[config.mk]
export PLATFORM = sky130hd
export DESIGN_NAME = rd_addr_seq
export DESIGN_NICKNAME = d
export VERILOG_FILES = /design/src/rtl/rd_addr_seq_pkg.sv /design/src/rtl/rd_addr_step.sv /design/src/rtl/rd_addr_seq.sv
export SDC_FILE = /design/constraint.sdc
export NUM_CORES = 1
export LEC_CHECK = 0
export CAP_MARGIN = 10
export CORE_ASPECT_RATIO = 1.2
export CORE_UTILIZATION = 52
export CTS_CLUSTER_DIAMETER = 40
export DETAILED_ROUTE_END_ITERATION = 8
export GPL_TIMING_DRIVEN = 0
export PLACE_DENSITY = 0.79
export REMOVE_ABC_BUFFERS = 1
export SKIP_CTS_REPAIR_TIMING = 1
export SLEW_MARGIN = 20
export SYNTH_ARGS = -nofsm -noshare
export SYNTH_HDL_FRONTEND = slang
export SYNTH_HIERARCHICAL = 1
export SYNTH_SLANG_ARGS = --single-unit
export TNS_END_PERCENT = 10
[constraint.sdc]
create_clock -name clk -period 2.7 [get_ports clk]
set_input_delay 0.54 -clock clk [delete_from_list [all_inputs] [get_ports clk]]
set_output_delay 0.54 -clock clk [all_outputs]
set_load 0.02 [all_outputs]
[src/rtl/rd_addr_seq_pkg.sv]
// ---------------------------------------------------------------------------
// rd_addr_seq_pkg
// Shared definitions for the read-side address sequencer.
//   state_t  : sequencer FSM state encoding (IDLE=0, RUN=1, DONE=2)
//   DIR_DOWN : step direction -1 (same encoding as the write-side counter mode)
//   DIR_UP   : step direction +1
// ---------------------------------------------------------------------------
package rd_addr_seq_pkg;

    typedef enum logic [1:0] {
        IDLE = 2'd0,
        RUN  = 2'd1,
        DONE = 2'd2
    } state_t;

    localparam logic DIR_DOWN = 1'b0;
    localparam logic DIR_UP   = 1'b1;

endpackage

[src/rtl/rd_addr_step.sv]
// ---------------------------------------------------------------------------
// rd_addr_step
// Loadable up/down address register. Load has priority over stepping; the
// register holds when en=0. Arithmetic wraps modulo 2^ADDR_BIT.
// Ports:
//   clk, rst_n : clock, asynchronous active-low reset (clears to 0)
//   load       : load load_val this cycle
//   load_val   : value to load
//   en         : step by one this cycle
//   dir        : DIR_UP (+1) or DIR_DOWN (-1)
//   addr       : current register value
// ---------------------------------------------------------------------------
module rd_addr_step
    import rd_addr_seq_pkg::*;
#(
    parameter int ADDR_BIT = 8
) (
    input  logic                clk,
    input  logic                rst_n,
    input  logic                load,
    input  logic [ADDR_BIT-1:0] load_val,
    input  logic                en,
    input  logic                dir,
    output logic [ADDR_BIT-1:0] addr
);

    localparam logic [ADDR_BIT-1:0] STEP_ONE = 1;

    // Wrap-around in either direction is intentional and silent.
    always_ff @(posedge clk or negedge rst_n) begin
        if (!rst_n) begin
            addr <= '0;
        end else if (load) begin
            addr <= load_val;
        end else if (en) begin
            if (dir == DIR_UP) begin
                addr <= addr + STEP_ONE;
            end else begin
                addr <= addr - STEP_ONE;
            end
        end
    end

endmodule

[src/rtl/rd_addr_seq.sv]
// ---------------------------------------------------------------------------
// rd_addr_seq
// Read-side address sequencer for the TPU on-chip buffers. On an accepted
// start it issues len_i consecutive addresses from base_addr_i, one per
// valid/ready handshake, flags the final beat and pulses done_o afterwards.
// Optional feature macro: RD_ADDR_SEQ_DOWN_EN (adds mode_i for descending
// walks; without it the walk is always ascending).
// Ports:
//   clk, rst_n    : clock, asynchronous active-low reset
//   start_i       : start request, honoured only in IDLE
//   base_addr_i   : first address, latched on accepted start
//   len_i         : beat count, latched on accepted start (0 = no beats)
//   mode_i        : 1 ascending / 0 descending (RD_ADDR_SEQ_DOWN_EN only)
//   addr_o        : current read address
//   addr_valid_o  : addr_o is valid
//   addr_ready_i  : consumer accepts addr_o
//   last_o        : current valid beat is the final one
//   busy_o        : sequencer not in IDLE
//   done_o        : one-cycle completion pulse
// ---------------------------------------------------------------------------
module rd_addr_seq
    import rd_addr_seq_pkg::*;
#(
    parameter int ADDR_BIT = 8,
    parameter int LEN_BIT  = 8
) (
    input  logic                clk,
    input  logic                rst_n,
    input  logic                start_i,
    input  logic [ADDR_BIT-1:0] base_addr_i,
    input  logic [LEN_BIT-1:0]  len_i,
`ifdef RD_ADDR_SEQ_DOWN_EN
    input  logic                mode_i,
`endif
    output logic [ADDR_BIT-1:0] addr_o,
    output logic                addr_valid_o,
    input  logic                addr_ready_i,
    output logic                last_o,
    output logic                busy_o,
    output logic                done_o
);

    localparam logic [LEN_BIT-1:0] REM_ONE = 1;
    localparam logic [LEN_BIT-1:0] REM_TWO = 2;

    state_t             state;
    logic [LEN_BIT-1:0] remain;
    logic               dir_q;
    logic               addr_load;
    logic               addr_step;

    // Address loads only on a start that will actually issue beats, and
    // steps on every handshake except the final one, so addr_o keeps the
    // last issued address once the transfer completes.
    assign addr_load = (state == IDLE) && start_i && (len_i != '0);
    assign addr_step = (state == RUN) && addr_ready_i && (remain != REM_ONE);

`ifdef RD_ADDR_SEQ_DOWN_EN
    // Direction is captured with the start and held for the whole transfer.
    always_ff @(posedge clk or negedge rst_n) begin
        if (!rst_n) begin
            dir_q <= DIR_DOWN;
        end else if (addr_load) begin
            dir_q <= mode_i;
        end
    end
`else
    assign dir_q = DIR_UP;
`endif

    rd_addr_step #(
        .ADDR_BIT (ADDR_BIT)
    ) u_addr_step (
        .clk      (clk),
        .rst_n    (rst_n),
        .load     (addr_load),
        .load_val (base_addr_i),
        .en       (addr_step),
        .dir      (dir_q),
        .addr     (addr_o)
    );

    // Sequencer FSM. Every output is a flop; valid/last are computed from
    // the registered state and remaining count only, so addr_ready_i never
    // reaches addr_valid_o combinationally. last_o is precomputed one
    // handshake ahead by looking at remain==2.
    always_ff @(posedge clk or negedge rst_n) begin
        if (!rst_n) begin
            state        <= IDLE;
            remain       <= '0;
            addr_valid_o <= 1'b0;
            last_o       <= 1'b0;
            busy_o       <= 1'b0;
            done_o       <= 1'b0;
        end else begin
            case (state)
                IDLE: begin
                    done_o <= 1'b0;
                    if (start_i) begin
                        busy_o <= 1'b1;
                        if (len_i != '0) begin
                            state        <= RUN;
                            remain       <= len_i;
                            addr_valid_o <= 1'b1;
                            last_o       <= (len_i == REM_ONE);
                        end else begin
                            state  <= DONE;
                            done_o <= 1'b1;
                        end
                    end
                end
                RUN: begin
                    if (addr_ready_i) begin
                        if (remain == REM_ONE) begin
                            state        <= DONE;
                            addr_valid_o <= 1'b0;
                            last_o       <= 1'b0;
                            done_o       <= 1'b1;
                        end else begin
                            remain <= remain - REM_ONE;
                            last_o <= (remain == REM_TWO);
                        end
                    end
                end
                DONE: begin
                    state  <= IDLE;
                    done_o <= 1'b0;
                    busy_o <= 1'b0;
                end
                default: begin
                    state        <= IDLE;
                    addr_valid_o <= 1'b0;
                    last_o       <= 1'b0;
                    busy_o       <= 1'b0;
                    done_o       <= 1'b0;
                end
            endcase
        end
    end

endmodule

==> results.ini, run 1 <==
[outcome]
status = complete, no violations

[final_layout]
register_area_um2 = 550.5
final_util_pct = 67.23
fin_cells = 245
nets = 241
layout-drive-gt1-share_pct = 10.53
fill_cells = 263
num_antenna_cells = 0
multi_input_area_mm2 = 0.001037
areaGrowthSynthToFinish_pct = 23.91

[pwr]
power_density_mw_per_mm2 = 1208
leakagePower_uw = 0.0008347
ir_drop_uv = 662.6

[logic_synthesis]
synth.area.top_cells = dfrtp_1 34%, ha_1 6.9%, a21oi_1 4.6%
synth-seq-cells = 22
async_reset_ff_share_pct = 100.0
synth_edf_count = 0
avgSynthCellArea_um2 = 9.442
synth_flop_cell = dfrtp_1
seq_area_frac_synth_pct = 33.51
synth_common_cells = 22 x dfrtp_1, 15 x a21oi_1, 11 x nand2_1
synth_warnings = 6
synth.most_common_cell = dfrtp_1
syn_inst = 174
synthDistinctLibCells = 55
yosysTopAreaCell = dfrtp_1
synth_top_area_share_pct = 33.51
syn_area_mm2 = 0.001643

[routing]
wl_per_cell_um = 15.44
drt_wl_total_um = 3783
first_iter_violations = 33
via_per_inst = 6.127
num_vias = 1501
drc_errors = 0
drtPass1Iterations = 4
antenna_left = 0

[die]
io_pins = 32
dieArea_mm2 = 0.003389
die_w_um = 53.31
coreArea_mm2 = 0.003028
initial_core_util_pct = 54.26
rows = 22
die_h_um = 63.57

[clocking]
cts_buffers = 3
h-tree-depth = 1
worstSkewPairLatency_ns = 0.32
cts_tree = done
clock_sinks = 22
cts.path.max_buffers = 2
clk_pin_slew_ns = 0.14
cts-root-buf = clkbuf_4

[setup_path]
path_max_fanout = 16
required_ns = 2.93
start_kind = input port
r2r_cells = 6
r2r_end = u_addr_step/addr[6]$_DFFE_PN0P_
ff2ff_setup_slack_ns = 0.48
worstSetupEndpointType = register
r2r_start = state[1]$_DFFE_PN0P_
path_class = input port to register
worst-endpoint-arrival_ns = 2.72

[hold_path]
hp-class = input port to asynchronous set/reset pin

[global_routing]
grt_pass1_vias = 1562
grt_max_degree = 25
antenna_found_initial = 0
grt_overflow = 0
grt_pass1_wl_um = 6437
track_usage_pct = 25.19

[placement]
portBuffers = 31
dp_hpwl_um = 2808
place_ws_ns = -0.1636
dp_cells = 238
gp_congestion = 0.8452

[timing]
finalWorstSetupSlack_ns = 0.2115
rsz0062_at_grt = no
maxSlewViolCount = 0
setup_viol = 0
finClkSkew_ns = 0.01430
fin_crit_ns = 2.488
post-route-period-util_pct = 92.17
worstMarginPinSlew_ns = 0.8250
max-slew-margin-rel_pct = 45.00
max_freq_mhz = 401.9
hold_viol_final = 0

[job]
drv_cap = 0

==> state kept, by name, indices dropped and copies added, names as in the netlist <==
register	flops
remain	8
u_addr_step/addr	8
state	2
addr_valid_o	1
busy_o	1
done_o	1
last_o	1
==> cells in the final DEF (no fill, tap or decap), types with 6 or more instances in the layout <==
master | netlist | routed
a21oi_1 | 15 | 15
inv_1 | 9 | 9
o2bb2ai_1 | 6 | 6
ha_1 | 9 | 9
o22ai_1 | 6 | 6
nand2_1 | 11 | 11
clkdlybuf4s50_1 | 0 | 30
o21ai_0 | 10 | 10
dfrtp_1 | 22 | 22
nor2_1 | 6 | 6
==> routing by layer <==
layer / vias up / wire [um] / track usage, %
met5: - / 0 / 0
met4: 0 / 39 / 12.17
met3: 4 / 108 / 2.657
met2: 30 / 2025 / 44.38
met1: 735 / 1610 / 28.79
li1: 732 / - / -
==> metrics by stage <==
step | TNS (ns) | total power, uW | hold WS [ns] | cell area [um^2]
global placement | -21.03 | 2156 | 0.4744 | 1964
global route | 0 | 2681 | 0.1992 | 2036
CTS | -0.1442 | 2408 | 0.5077 | 2007
detailed placement | -0.7829 | 2249 | 0.4793 | 1984
floorplan | -0.1549 | 1783 | 0.2444 | 1609
finish | 0 | 2459 | 0.1603 | 2036
==> worst max-delay path by stage <==
stage                    startpoint                               to  cells after the start
6_report                   len_i[3]  u_addr_step/addr[4]$_DFFE_PN0P_                      5
5_1_grt                    len_i[3]  u_addr_step/addr[6]$_DFFE_PN0P_                      6
4_1_cts        state[1]$_DFFE_PN0P_  u_addr_step/addr[6]$_DFFE_PN0P_                      5
3_5_place_dp               len_i[3]  u_addr_step/addr[4]$_DFFE_PN0P_                      5
3_3_place_gp               len_i[3]  u_addr_step/addr[6]$_DFFE_PN0P_                      6
2_1_floorplan              len_i[3]  u_addr_step/addr[6]$_DFFE_PN0P_                      5
==> cell type report <==
class	instances	area share (%)
Multi-Input combinational cell	139	50.95
Sequential cell	22	27.04
Timing Repair Buffer	36	17.03
Tap cell	36	2.213
Inverter	9	1.659
Clock buffer	3	1.106
==> where the power goes <==
part	switching, uW	internal [uW]	total [uW]	leakage, uW
clock	107	52.3	159	0.0000138
sequential	190	495	684	0.000267
combinational	855	760	1620	0.000554
total	1150	1310	2460	0.000835
==> cell families (layout without fill, tap and decap cells) <==
logic type               Yosys count  count (layout)  share of synthesized area (%)
adder cells (fa/ha/maj)           10              10                          8.073
other                              1               5                         0.2283
flip-flops                        22              22                          33.51
AO/OA/AOI/OAI                     65              65                          27.95
multiplexers                       5               5                          3.123
AND/OR/NAND/NOR                   51              51                          20.49
buffers and inverters             17              48                          5.026
XOR/XNOR                           3               3                          1.600
==> critical path, stage by stage <==
cell	delay, ns
clkdlybuf4s50_1	0.57
nor4_4	0.11
a2111oi_4	0.80
buf_4	0.34
mux2_2	0.35
Power figures use the tool's default switching activity.
==> run 2: changes to the inputs <==
--- a/config.mk
+++ b/config.mk
@@ -12,4 +12,5 @@
 export DETAILED_ROUTE_END_ITERATION = 8
 export GPL_TIMING_DRIVEN = 0
+export HOLD_SLACK_MARGIN = 0.08
 export PLACE_DENSITY = 0.79
 export REMOVE_ABC_BUFFERS = 1
@@ -20,3 +21,2 @@
 export SYNTH_HIERARCHICAL = 1
 export SYNTH_SLANG_ARGS = --single-unit
-export TNS_END_PERCENT = 10
==> constraint.sdc (replaced) <==
create_clock -name clk -period 2.7 [get_ports clk]
set_input_delay 0.81 -clock clk [delete_from_list [all_inputs] [get_ports clk]]
set_output_delay 0.81 -clock clk [all_outputs]
set_load 0.02 [all_outputs]
==> run 2 against run 1 <==
Combinational power about the same. Largest cell class unchanged. Worst setup slack got worse by 0.11 ns. Highest routed layer unchanged. Via count increased by 0.47%. Global-route usage unchanged. Design area increased by 0.74%. Power increased by 0.50%. Fmax decreased by 4.2%. Flip-flop and latch count unchanged. Die area unchanged.
==> results.ini, run 2 (synthesis results as in run 1) <==
[outcome]
status = complete, no violations

[routing]
num_vias = 1508  ; +0.47%
drt_wl_total_um = 3805  ; +0.58%
met1Wirelength_um = 1589  ; -1.3%
via_per_inst = 6.105  ; -0.35%
dr.max_layer_used = met4
wl_met2_um = 2038  ; +0.64%
wl_met3_um = 128  ; +19%
drtPass1Iterations = 4  ; unchanged
antenna_left = 0  ; unchanged
drc_errors = 0  ; unchanged
first_iter_violations = 35  ; +6.1%
wl_per_cell_um = 15.40  ; -0.23%

[setup_path]
path_max_fanout = 10  ; -6
path_class = input port to register
worstSetupEndpointType = register
r2r_end = u_addr_step/addr[6]$_DFFE_PN0P_
start_kind = input port
required_ns = 2.93  ; about the same
r2r_cells = 6  ; unchanged
r2r_start = state[1]$_DFFE_PN0P_
ff2ff_setup_slack_ns = 0.49  ; about the same
worst-endpoint-arrival_ns = 2.82  ; +0.10 ns

[clocking]
cts_tree = done
clock_sinks = 22  ; unchanged
cts.path.max_buffers = 2  ; unchanged
cts-root-buf = clkbuf_4
worstSkewPairLatency_ns = 0.32  ; about the same
h-tree-depth = 1  ; unchanged
cts_buffers = 3  ; unchanged
clk_pin_slew_ns = 0.13  ; about the same

[global_routing]
antenna_found_initial = 0  ; unchanged
grt_pass1_vias = 1562  ; unchanged
grt_pass1_wl_um = 6437  ; unchanged
grt_overflow = 0  ; unchanged
grt_max_degree = 25  ; unchanged
track_usage_pct = 25.19  ; unchanged

[pwr]
leakagePower_uw = 0.0008455  ; +1.3%
p_int_uw = 1317  ; +0.70%
ir_drop_uv = 657.3  ; -0.79%
combPwrFrac_pct = 65.9  ; +0.2 points
pwr-share-clk_pct = 6.4  ; about the same
seqPwrFrac_pct = 27.7  ; about the same
power_density_mw_per_mm2 = 1205  ; -0.24%
switchingPower_uw = 1155  ; +0.26%
p_sw_share_pct = 46.72  ; -0.11 points

[final_layout]
final_common_cell = clkdlybuf4s50_1
nets = 243  ; +0.83%
layout-drive-gt1-share_pct = 11.37  ; +0.85 points
fin_cells = 247  ; +0.82%
areaGrowthSynthToFinish_pct = 24.83
final_cell_area_mm2 = 0.002051  ; +0.74%
final_cell_mix = 30 x clkdlybuf4s50_1, 22 x dfrtp_1, 15 x a21oi_1
num_antenna_cells = 0  ; unchanged
top_regs = remain (8), u_addr_step/addr (8), state (2)

[timing]
finClkSkew_ns = 0.01287  ; -0.001431 ns
maxSlewViolCount = 0  ; unchanged
rsz0062_at_grt = no
max-slew-margin-rel_pct = 57.17  ; +12 points
fin_crit_ns = 2.597  ; +0.1083 ns
whs_ns = 0.4319  ; +0.2716 ns
max_freq_mhz = 385.1  ; -4.2%
worstMarginPinSlew_ns = 0.6424  ; -0.1826 ns
finalWorstSetupSlack_ns = 0.1033  ; -0.1083 ns
post-route-period-util_pct = 96.18  ; +4.0 points
hold_viol_final = 0  ; unchanged
setup_viol = 0  ; unchanged

[die]
dieArea_mm2 = 0.003389  ; unchanged
coreArea_mm2 = 0.003028  ; unchanged
rows = 22  ; unchanged
io_pins = 32  ; unchanged
die_w_um = 53.31  ; unchanged
initial_core_util_pct = 54.26  ; unchanged
die_h_um = 63.57  ; unchanged

[placement]
dp_cells = 238  ; unchanged
portBuffers = 31  ; unchanged
gp_congestion = 0.8452  ; unchanged
place_area_mm2 = 0.001984  ; unchanged
place_ws_ns = -0.4336  ; -0.2700 ns
dp_hpwl_um = 2808  ; unchanged

[hold_path]
hp-class = input port to asynchronous set/reset pin

[job]
drv_cap = 0  ; unchanged

==> run 2: worst max-delay path, cell delays in order <==
cell and delay [ns]:
clkdlybuf4s50_1 0.55, nor4_4 0.10, a2111oi_4 0.66, buf_4 0.23
and3b_1 0.18, a211o_1 0.28
==> run 2: layout make-up <==
cell class                 count  area (um^2)
multi-input combinational    139         1037
fill                         263        977.2
sequential                    22        550.5
timing repair buffer          38        361.6
tap                           36        45.04
inverter                       9        33.78
clock buffer                   3        22.52
==> run 2: power by group through the flow <==
stage	logic [uW]	clock network [uW]	registers [uW]
floorplan	1030	0	752
global placement	1480	0	672
detailed placement	1560	0	690
CTS	1560	164	684
global route	1810	172	710
finish	1630	159	685
==> run 2: metal layers <==
layer / vias up / track usage (%)
li1: 734 / -
met5: - / 0
met3: 6 / 2.657
met1: 727 / 28.79
met4: 0 / 12.17
met2: 41 / 44.38
==> run 2: worst max path at each step <==
| stage | startpoint | depth (start not counted) | end | slack (ns) |
|---|---|---|---|---|
| floorplan | len_i[3] | 5 | u_addr_step/addr[6]$_DFFE_PN0P_ | -0.42 |
| global placement | len_i[3] | 6 | u_addr_step/addr[6]$_DFFE_PN0P_ | -1.79 |
| detailed placement | len_i[3] | 5 | u_addr_step/addr[4]$_DFFE_PN0P_ | -0.43 |
| CTS | state[1]$_DFFE_PN0P_ | 5 | u_addr_step/addr[6]$_DFFE_PN0P_ | -0.09 |
| global route | len_i[4] | 6 | u_addr_step/addr[6]$_DFFE_PN0P_ | 0.01 |
| finish | len_i[4] | 6 | u_addr_step/addr[6]$_DFFE_PN0P_ | 0.10 |
==> run 2: per-stage QoR <==
stage               TNS, ns  total power, uW  utilization [%]
finish                    0             2471            67.73
global route              0             2693            67.73
CTS                 -0.2578             2408            66.28
detailed placement   -4.325             2249            65.54
global placement     -25.89             2156            64.88
floorplan            -2.030             1783                -
